===== src/rtl/pulser_pkg.sv =====
// Shared constants for the multi-channel push-button pulser:
// FSM state encoding and counter-width helpers.
package pulser_pkg;

  // Per-channel FSM states (2-bit encoding kept for legacy compatibility)
  localparam logic [1:0] ST_IDLE      = 2'd0;
  localparam logic [1:0] ST_ARMED     = 2'd1;
  localparam logic [1:0] ST_REPEATING = 2'd2;

  // Bits needed to hold values 0..max_count (at least one bit)
  function automatic int cnt_width(input int max_count);
    if (max_count < 1) begin
      return 1;
    end
    return $clog2(max_count + 1);
  endfunction

  // Larger of two integers, used to size the shared repeat counter
  function automatic int max_int(input int a, input int b);
    return (a > b) ? a : b;
  endfunction

endpackage


===== src/rtl/pb_pulser_channel.sv =====
// One push-button channel: synchroniser, debounce filter, press/repeat FSM
// and repeat counter. Produces a registered one-cycle pulse per debounced
// press and per auto-repeat deadline, plus the debounced level.
module pb_pulser_channel
  import pulser_pkg::*;
#(
  parameter int SYNC_STAGES     = 2,
  parameter int DEBOUNCE_CYCLES = 4,
  parameter int REPEAT_DELAY    = 20,
  parameter int REPEAT_PERIOD   = 8
) (
  input  logic clk,
  input  logic reset,
  input  logic pb_in,
  input  logic repeat_en,
  output logic pulse_out,
  output logic pb_level
);

  localparam int DB_W  = cnt_width(DEBOUNCE_CYCLES - 1);
  localparam int RPT_W = cnt_width(max_int(REPEAT_DELAY, REPEAT_PERIOD));

  localparam logic [DB_W-1:0]  DB_ZERO      = '0;
  localparam logic [DB_W-1:0]  DB_ONE       = DB_W'(1);
  localparam logic [DB_W-1:0]  DB_LAST      = DB_W'(DEBOUNCE_CYCLES - 1);
  localparam logic [RPT_W-1:0] RPT_ZERO     = '0;
  localparam logic [RPT_W-1:0] RPT_ONE      = RPT_W'(1);
  localparam logic [RPT_W-1:0] RPT_MAX      = '1;
  localparam logic [RPT_W-1:0] RPT_DELAY_V  = RPT_W'(REPEAT_DELAY);
  localparam logic [RPT_W-1:0] RPT_PERIOD_V = RPT_W'(REPEAT_PERIOD);

  logic [SYNC_STAGES-1:0] sync_ff;
  logic                   sync;
  logic [DB_W-1:0]        db_cnt;
  logic                   accept;
  logic                   rise;
  logic                   fall;
  logic [1:0]             state;
  logic [1:0]             state_nxt;
  logic [RPT_W-1:0]       rpt_cnt;
  logic [RPT_W-1:0]       rpt_cnt_nxt;
  logic [RPT_W-1:0]       rpt_cnt_inc;
  logic                   pulse_nxt;

  assign sync = sync_ff[SYNC_STAGES-1];

  // Debounce decision for this edge: the synchronised level has disagreed
  // with the accepted level long enough, so it is accepted now.
  assign accept = (sync != pb_level) && (db_cnt == DB_LAST);
  assign rise   = accept && !pb_level;
  assign fall   = accept && pb_level;

  // Saturating increment so a long hold can never wrap the repeat counter
  assign rpt_cnt_inc = (rpt_cnt == RPT_MAX) ? rpt_cnt : rpt_cnt + RPT_ONE;

  // Shift the raw asynchronous button level through the synchroniser chain
  always_ff @(posedge clk or posedge reset) begin
    if (reset) begin
      sync_ff <= '0;
    end else begin
      sync_ff <= {sync_ff[SYNC_STAGES-2:0], pb_in};
    end
  end

  // Debounce counter: count disagreeing cycles, toggle the level when full
  always_ff @(posedge clk or posedge reset) begin
    if (reset) begin
      db_cnt   <= DB_ZERO;
      pb_level <= 1'b0;
    end else if (sync == pb_level) begin
      db_cnt <= DB_ZERO;
    end else if (db_cnt == DB_LAST) begin
      db_cnt   <= DB_ZERO;
      pb_level <= ~pb_level;
    end else begin
      db_cnt <= db_cnt + DB_ONE;
    end
  end

  // Next-state logic; an accepted release overrides any repeat deadline
  always_comb begin
    state_nxt   = state;
    rpt_cnt_nxt = rpt_cnt;
    pulse_nxt   = 1'b0;
    if (fall) begin
      state_nxt   = ST_IDLE;
      rpt_cnt_nxt = RPT_ZERO;
    end else begin
      case (state)
        ST_IDLE: begin
          if (rise) begin
            pulse_nxt   = 1'b1;
            state_nxt   = ST_ARMED;
            rpt_cnt_nxt = RPT_ONE;
          end
        end
        ST_ARMED: begin
          if (!repeat_en) begin
            rpt_cnt_nxt = RPT_ONE;
          end else if (rpt_cnt >= RPT_DELAY_V) begin
            pulse_nxt   = 1'b1;
            state_nxt   = ST_REPEATING;
            rpt_cnt_nxt = RPT_ONE;
          end else begin
            rpt_cnt_nxt = rpt_cnt_inc;
          end
        end
        ST_REPEATING: begin
          if (!repeat_en) begin
            state_nxt   = ST_ARMED;
            rpt_cnt_nxt = RPT_ONE;
          end else if (rpt_cnt >= RPT_PERIOD_V) begin
            pulse_nxt   = 1'b1;
            rpt_cnt_nxt = RPT_ONE;
          end else begin
            rpt_cnt_nxt = rpt_cnt_inc;
          end
        end
        default: begin
          state_nxt   = ST_IDLE;
          rpt_cnt_nxt = RPT_ZERO;
        end
      endcase
    end
  end

  // Register FSM state, repeat counter and the outgoing pulse
  always_ff @(posedge clk or posedge reset) begin
    if (reset) begin
      state     <= ST_IDLE;
      rpt_cnt   <= RPT_ZERO;
      pulse_out <= 1'b0;
    end else begin
      state     <= state_nxt;
      rpt_cnt   <= rpt_cnt_nxt;
      pulse_out <= pulse_nxt;
    end
  end

endmodule


===== src/rtl/multi_one_pulser.sv =====
// Multi-channel push-button front end: N_CH independent pulser channels,
// each turning a bouncing asynchronous button into clean one-cycle pulses.
module multi_one_pulser #(
  parameter int N_CH            = 4,
  parameter int SYNC_STAGES     = 2,
  parameter int DEBOUNCE_CYCLES = 4,
  parameter int REPEAT_DELAY    = 20,
  parameter int REPEAT_PERIOD   = 8
) (
  input  logic            clk,
  input  logic            reset,
  input  logic [N_CH-1:0] pb_in,
  input  logic [N_CH-1:0] repeat_en,
  output logic [N_CH-1:0] pulse_out,
  output logic [N_CH-1:0] pb_level
);

  // One fully independent channel per button; no shared logic
  for (genvar g = 0; g < N_CH; g++) begin : g_ch
    pb_pulser_channel #(
      .SYNC_STAGES    (SYNC_STAGES),
      .DEBOUNCE_CYCLES(DEBOUNCE_CYCLES),
      .REPEAT_DELAY   (REPEAT_DELAY),
      .REPEAT_PERIOD  (REPEAT_PERIOD)
    ) u_ch (
      .clk      (clk),
      .reset    (reset),
      .pb_in    (pb_in[g]),
      .repeat_en(repeat_en[g]),
      .pulse_out(pulse_out[g]),
      .pb_level (pb_level[g])
    );
  end

endmodule

===== config.mk =====
export PLATFORM = sky130hd
export DESIGN_NAME = multi_one_pulser
export DESIGN_NICKNAME = d
export VERILOG_FILES = /design/src/rtl/pulser_pkg.sv /design/src/rtl/pb_pulser_channel.sv /design/src/rtl/multi_one_pulser.sv
export SDC_FILE = /design/constraint.sdc
export NUM_CORES = 1
export LEC_CHECK = 0
export ABC_AREA = 1
export CAP_MARGIN = 15
export CORE_ASPECT_RATIO = 0.9
export CORE_MARGIN = 3
export CORE_UTILIZATION = 40
export DETAILED_ROUTE_END_ITERATION = 6
export PLACE_DENSITY = 0.66
export SYNTH_ARGS = -nofsm -noshare
export SYNTH_HDL_FRONTEND = slang
export SYNTH_SLANG_ARGS = --single-unit

===== constraint.sdc =====
create_clock -name clk -period 4.5 [get_ports clk]
set_input_delay 1.35 -clock clk [delete_from_list [all_inputs] [get_ports clk]]
set_output_delay 1.35 -clock clk [all_outputs]
set_load 0.01 [all_outputs]

==> flow_metrics.env, run 1 <==
export IMPL_grt_start_max_net_pins=53
export IMPL_max_slew_worst_pin_slew_ns=0.2966
export IMPL_final_setup_skew_ns=0.004707
export IMPL_maxCapViolCount=0
export IMPL_floorplan_io_pins=18
export IMPL_ys_async_sr_fraction_pct=100.0
export IMPL_timing_critical_path_from_type="flop"
export IMPL_synth_top_cells_by_area="sky130_fd_sc_hd__dfrtp_1 (40%), sky130_fd_sc_hd__nand2_1 (11%), sky130_fd_sc_hd__ha_1 (10%)"
export IMPL_drive_gt1_share_pct=10.48
export IMPL_hold_path_class="reg -> reg"
export IMPL_layout_setup_ws_ns=1.857
export IMPL_synth_enable_flop_cells=0
export IMPL_post_cts_resize_count=0
export IMPL_maximum_clock_insertion_buffer_count=2
export IMPL_dominantRegCellSynth="sky130_fd_sc_hd__dfrtp_1"
export IMPL_worst_slew_margin_rel_pct=80.20
export IMPL_critical_path_cell_chain="clkdlybuf4s50_1"
export IMPL_yosysTopAreaCell="sky130_fd_sc_hd__dfrtp_1"
export IMPL_max_clk_rate_ghz=0.3784
export IMPL_drtIter0Drc=103
export IMPL_post_cts_clock_slew_at_the_launch_and_capture_registers_of_the_worst_setup_and_hold_paths_ns=0.09
export IMPL_worst_ir_drop_vdd_v=0.0002444
export IMPL_die_y_um=91.39
export IMPL_multi_input_area_mm2=0.001585
export IMPL_path_buf_inv=1
export IMPL_power_leakage_nw=1.917
export IMPL_htreeDepth=2
export IMPL_hold_path_startpoint="g_ch[3].u_ch.sync_ff[0]"
export IMPL_setup_violations=0
export IMPL_num_nets_final=474
export IMPL_grtUsageTotal_pct=13.48
export IMPL_worst_ep_arrival_time_ns=1.29
export IMPL_preCtsSetupSlack_ns=1.806
export IMPL_cts_tree="done"
export IMPL_seqCellArea_mm2=0.001301
export IMPL_area_growth_synth_to_final_pct=10.35
export IMPL_rsz0062_at_grt="no"
export IMPL_critPathCaptureType="output pin"
export IMPL_dr_total_vias=2585
export IMPL_routedWlPerCell_um=10.82
export IMPL_hold_violations=0
export IMPL_antennaDiodeCount=0
export IMPL_cp_required_ns=3.15
export IMPL_finalCriticalPeriod_ns=2.643
export IMPL_crit_slowest_cell="sky130_fd_sc_hd__clkdlybuf4s50_1"
export IMPL_grt_overflow=0
export IMPL_hpwl_um=4532
export IMPL_number_of_antenna_violations_at_the_first_check_in_global_routing=0
export IMPL_r2r_start="g_ch[1].u_ch.state[1]"
export IMPL_drc_errors=0
export IMPL_synth_area_per_cell_um2=7.679
export IMPL_cts_setup_buffers=0
export IMPL_layout_core_utilization_pct=46.47
export IMPL_result_of_the_run="finished clean"
export IMPL_drtPass1Iterations=6
export IMPL_synth_top_cell_area_share_pct=40.15
export IMPL_design_die_area_mm2=0.009219
export IMPL_mappedNetlistArea_mm2=0.003241
export IMPL_whs_ns=0.3542
export IMPL_startpoint="g_ch[2].u_ch.pb_level"
export IMPL_fillers=727
export IMPL_setup_worst_path_class="reg -> out"
export IMPL_synth_cell_types=25
export IMPL_p_per_area_mw_per_mm2=546.3
export IMPL_synth_nets=458
export IMPL_postRouteWirelength_um=5787
export IMPL_initial_core_util_pct=42.11
export IMPL_post_synth_inst_count=422
export IMPL_cp_top_delay_family="buffers and inverters"
export IMPL_tritoncts_num_sinks=52
export IMPL_cts_hold_buffers_added=0
export IMPL_timing_critical_path_fanout_max=4
export IMPL_synth_sequential_area_ratio_pct=40.15
export IMPL_synth_commonest_cells="sky130_fd_sc_hd__nand2_1 (98), sky130_fd_sc_hd__inv_1 (70), sky130_fd_sc_hd__dfrtp_1 (52)"
export IMPL_grt_first_pass_wirelength_um=10410
export IMPL_clock_root_buffer="sky130_fd_sc_hd__clkbuf_8"
export IMPL_row_count=30
export IMPL_post_synth_top_count_cell="sky130_fd_sc_hd__nand2_1"
export IMPL_first_global_vias=2436
export IMPL_antenna_violating_nets_post_route=0
export IMPL_floorplan_die_width_um=100.9
export IMPL_synth_seq_cells=52
export IMPL_floorplan_core_area_mm2=0.007695
export IMPL_max_stage_delay_ns=0.57
export IMPL_final_cycle_share_pct=58.73
export IMPL_insertion_delay_ns=0.30
export IMPL_timing_final_max_slew_violations=0
export IMPL_detail_route_vias_per_cell=4.832
export IMPL_gp_congestion=0.8600
export IMPL_post_layout_total_power_mw=1.954
export IMPL_setup_tns_final_ns=0
export IMPL_buffers_on_ports=17
export IMPL_synth_warnings=0
export IMPL_num_cts_buffers=5
-- final cells by class --
class / instances / share of cell area (%)
clock buffers: 5 / 1.924
clock inverters: 3 / 0.5948
inverters: 77 / 8.083
multi-input cells: 284 / 44.33
flip-flops and latches: 52 / 36.39
well taps: 96 / 3.359
repair buffers: 18 / 5.318
-- path summary, 6_finish.rpt --
| check | depth (start not counted) | slack, ns | end |
|---|---|---|---|
| hold reg to reg | 0 | 0.35 | g_ch[3].u_ch.sync_ff[1] |
| setup / recovery | 1 | 1.86 | pb_level[2] |
| min in group asynchronous | 2 | 1.30 | g_ch[1].u_ch.rpt_cnt[1] |
| max in group asynchronous | 3 | 2.71 | g_ch[2].u_ch.rpt_cnt[4] |
| hold / removal | 0 | 0.35 | g_ch[3].u_ch.sync_ff[1] |
| setup reg to reg | 8 | 2.97 | g_ch[1].u_ch.state[0] |
-- flip-flops by register name (all words and copies together), names as in the netlist --
| signal | count |
|---|---|
| g_ch.u_ch.sync_ff | 8 |
| g_ch.u_ch.db_cnt | 8 |
| g_ch.u_ch.pulse_out | 4 |
| g_ch.u_ch.rpt_cnt | 20 |
| g_ch.u_ch.state | 8 |
| g_ch.u_ch.pb_level | 4 |
-- power by group --
group | leakage, nW | switching, mW | internal (mW)
sequential | 0.669 | 0.129 | 0.601
combinational | 1.20 | 0.588 | 0.371
clock | 0.0445 | 0.155 | 0.111
total | 1.92 | 0.872 | 1.08
-- layout by cell type (no fill, tap or decap), drive strengths merged --
master and n:
xnor2 1, xor2 5, nand4 12, nand3 43
o21ai 40, clkinv 1, nor2 30, or2 5
clkbuf 5, nor3 4, inv 78, ha 26
a21oi 9, clkinvlp 1, clkdlybuf4s50 17, dfrtp 52
buf 1, nand2 109
-- stage by stage --
step,std cells,area (µm²)
after detailed placement,526,3466
after CTS,534,3556
after global routing,535,3576
final,535,3576
after floorplan,422,3241
after global placement,526,3466
-- kinds of logic (layout without fill, tap and decap cells) --
logic type	count (synthesis)	in the layout	share of synthesized area, %
and+or+nand+nor	203	203	28.88
buffers and inverters	86	103	10.93
DFF	52	52	40.15
AOI/OAI and AO/OA	49	49	8.378
adders and majority gates	26	26	10.04
xor gates and xnor gates	6	6	1.622
-- metal layers --
layer | vias up | GRT usage, % | part of all wire [%]
met5 | - | 0 | 0
met3 | 5 | 2.842 | 3.6
met4 | 0 | 2.581 | 0.78
met2 | 29 | 21.11 | 45
met1 | 1200 | 19.23 | 50
li1 | 1351 | - | -
Note: power is estimated with default switching activity, not from simulation.
==> run 2: changes to the inputs <==
Clock period 4.5 ns to 2.73 ns, I/O delays scaled along.
==> run 2 against run 1 <==
  * Cell count up 0.19%
  * Clock skew increased by 0.00083 ns
  * Critical path type unchanged
  * Clock power rose by 110%
  * Final area grew 0.56%
  * Register-to-register slack worse by 1.8 ns
  * Critical endpoint is now pb_level[0]
==> flow_metrics.env, run 2 (same netlist as run 1, synthesis figures left out) <==
export IMPL_setup_tns_final_ns=0
export IMPL_final_setup_skew_ns=0.005540
export IMPL_preCtsSetupSlack_ns=0.6833
export IMPL_die_y_um=91.39
export IMPL_post_dp_cell_area_mm2=0.003481
export IMPL_cts_tree="done"
export IMPL_grt_start_max_net_pins=27
export IMPL_antenna_violating_nets_post_route=0
export IMPL_result_of_the_run="finished clean"
export IMPL_critPathCaptureType="output pin"
export IMPL_row_count=30
export IMPL_path_buf_inv=1
export IMPL_timing_critical_path_fanout_max=4
export IMPL_insertion_delay_ns=0.31
export IMPL_floorplan_core_area_mm2=0.007695
export IMPL_largest_register="g_ch.u_ch.rpt_cnt"
export IMPL_drive_gt1_share_pct=10.68
export IMPL_cp_required_ns=1.91
export IMPL_postLayoutCellArea_mm2=0.003596
export IMPL_cts_setup_buffers=0
export IMPL_area_growth_synth_to_final_pct=10.97
export IMPL_setup_worst_path_class="reg -> out"
export IMPL_final_cycle_share_pct=77.16
export IMPL_routedWlPerCell_um=10.83
export IMPL_num_nets_final=475
export IMPL_timing_final_max_slew_violations=0
export IMPL_hold_violations=0
export IMPL_max_slew_worst_pin_slew_ns=0.3296
export IMPL_reg2regPathDepth=8
export IMPL_p_per_area_mw_per_mm2=920.0
export IMPL_grtUsageTotal_pct=14.12
export IMPL_post_cts_clock_slew_at_the_launch_and_capture_registers_of_the_worst_setup_and_hold_paths_ns=0.10
export IMPL_detail_route_vias_per_cell=4.825
export IMPL_floorplan_die_width_um=100.9
export IMPL_whs_ns=0.3582
export IMPL_dr_total_vias=2586
export IMPL_worstHoldEndpoint="g_ch[2].u_ch.sync_ff[1]"
export IMPL_worst_slew_margin_rel_pct=78.03
export IMPL_postRouteWirelength_um=5806
export IMPL_grt_overflow=0
export IMPL_hold_path_class="reg -> reg"
export IMPL_gp_congestion=0.8500
export IMPL_tritoncts_num_sinks=52
export IMPL_critical_path_cell_chain="clkdlybuf4s50_1"
export IMPL_post_cts_resize_count=0
export IMPL_maximum_clock_insertion_buffer_count=2
export IMPL_drtIter0Drc=64
export IMPL_startpoint="g_ch[0].u_ch.pb_level"
export IMPL_drtPass1Iterations=4
export IMPL_buffers_on_ports=17
export IMPL_hpwl_um=4508
export IMPL_layout_setup_ws_ns=0.6236
export IMPL_layout_cells_most_common="sky130_fd_sc_hd__nand2_1"
export IMPL_regToRegSetupSlack_ns=1.21
export IMPL_cts_hold_buffers_added=0
export IMPL_cp_top_delay_family="buffers and inverters"
export IMPL_maxCapViolCount=0
export IMPL_most_common_layout_cells="sky130_fd_sc_hd__nand2_1 (98), sky130_fd_sc_hd__inv_1 (69), sky130_fd_sc_hd__dfrtp_1 (52), sky130_fd_sc_hd__nand3_1 (40), sky130_fd_sc_hd__ha_1 (26)"
export IMPL_max_stage_delay_ns=0.56
export IMPL_finalCriticalPeriod_ns=2.106
export IMPL_timing_critical_path_from_type="flop"
export IMPL_setup_violations=0
export IMPL_design_die_area_mm2=0.009219
export IMPL_num_cts_buffers=5
export IMPL_crit_slowest_cell="sky130_fd_sc_hd__clkdlybuf4s50_1"
export IMPL_hold_path_startpoint="g_ch[2].u_ch.sync_ff[0]"
export IMPL_worst_ep_arrival_time_ns=1.29
export IMPL_worst_ir_drop_vdd_v=0.0004639
export IMPL_htreeDepth=2
export IMPL_rsz0062_at_grt="no"
export IMPL_number_of_antenna_violations_at_the_first_check_in_global_routing=0
export IMPL_grt_first_pass_wirelength_um=10770
export IMPL_drc_errors=0
export IMPL_reg2reg_to="g_ch[1].u_ch.state[0]"
export IMPL_r2r_start="g_ch[1].u_ch.state[1]"
export IMPL_initial_core_util_pct=42.11
export IMPL_worst_hold_path_num_cells=0
export IMPL_power_leakage_nw=1.927
export IMPL_first_global_vias=2511
export IMPL_post_layout_total_power_mw=3.308
export IMPL_antennaDiodeCount=0
export IMPL_largest_register_ffs=20
export IMPL_clock_root_buffer="sky130_fd_sc_hd__clkbuf_8"
export IMPL_floorplan_io_pins=18
export IMPL_max_clk_rate_ghz=0.4748
run 2: final cells by class:
type / instances / area [µm²]
Clock buffer: 5 / 68.82
Tap cell: 96 / 120.1
Sequential cell: 52 / 1301
Timing Repair Buffer: 19 / 185.2
Inverter: 77 / 289.0
Fill cell: 756 / 4099
Multi-Input combinational cell: 284 / 1585
Clock inverter: 3 / 46.29
run 2: power by group:
part	internal, mW	switching, mW
registers	0.990	0.206
logic	0.611	0.950
clock network	0.277	0.275
run 2: metal layers:
metal  vias up  share of wire (%)  track usage [%]
met4         0                1.2            4.377
met3         7                2.8            2.842
met1      1195                 50            19.07
met5         -                  0                0
li1       1358                  -                -
met2        26                 46            22.59
run 2: metrics by stage:
step	utilization [%]	instances
4_1_cts	46.73	536
2_1_floorplan	-	422
3_5_place_dp	45.24	528
6_report	46.73	536
5_1_grt	46.73	536
3_3_place_gp	45.24	528
run 2: worst max path at each step:
stage	cells after the start	endpoint	slack, ns
floorplan	1	g_ch[0].u_ch.db_cnt[0]	0.65
global placement	6	g_ch[1].u_ch.state[1]	0.72
detailed placement	8	g_ch[2].u_ch.rpt_cnt[0]	0.68
CTS	1	pb_level[1]	0.59
global route	1	pb_level[1]	0.54
finish	1	pb_level[0]	0.62
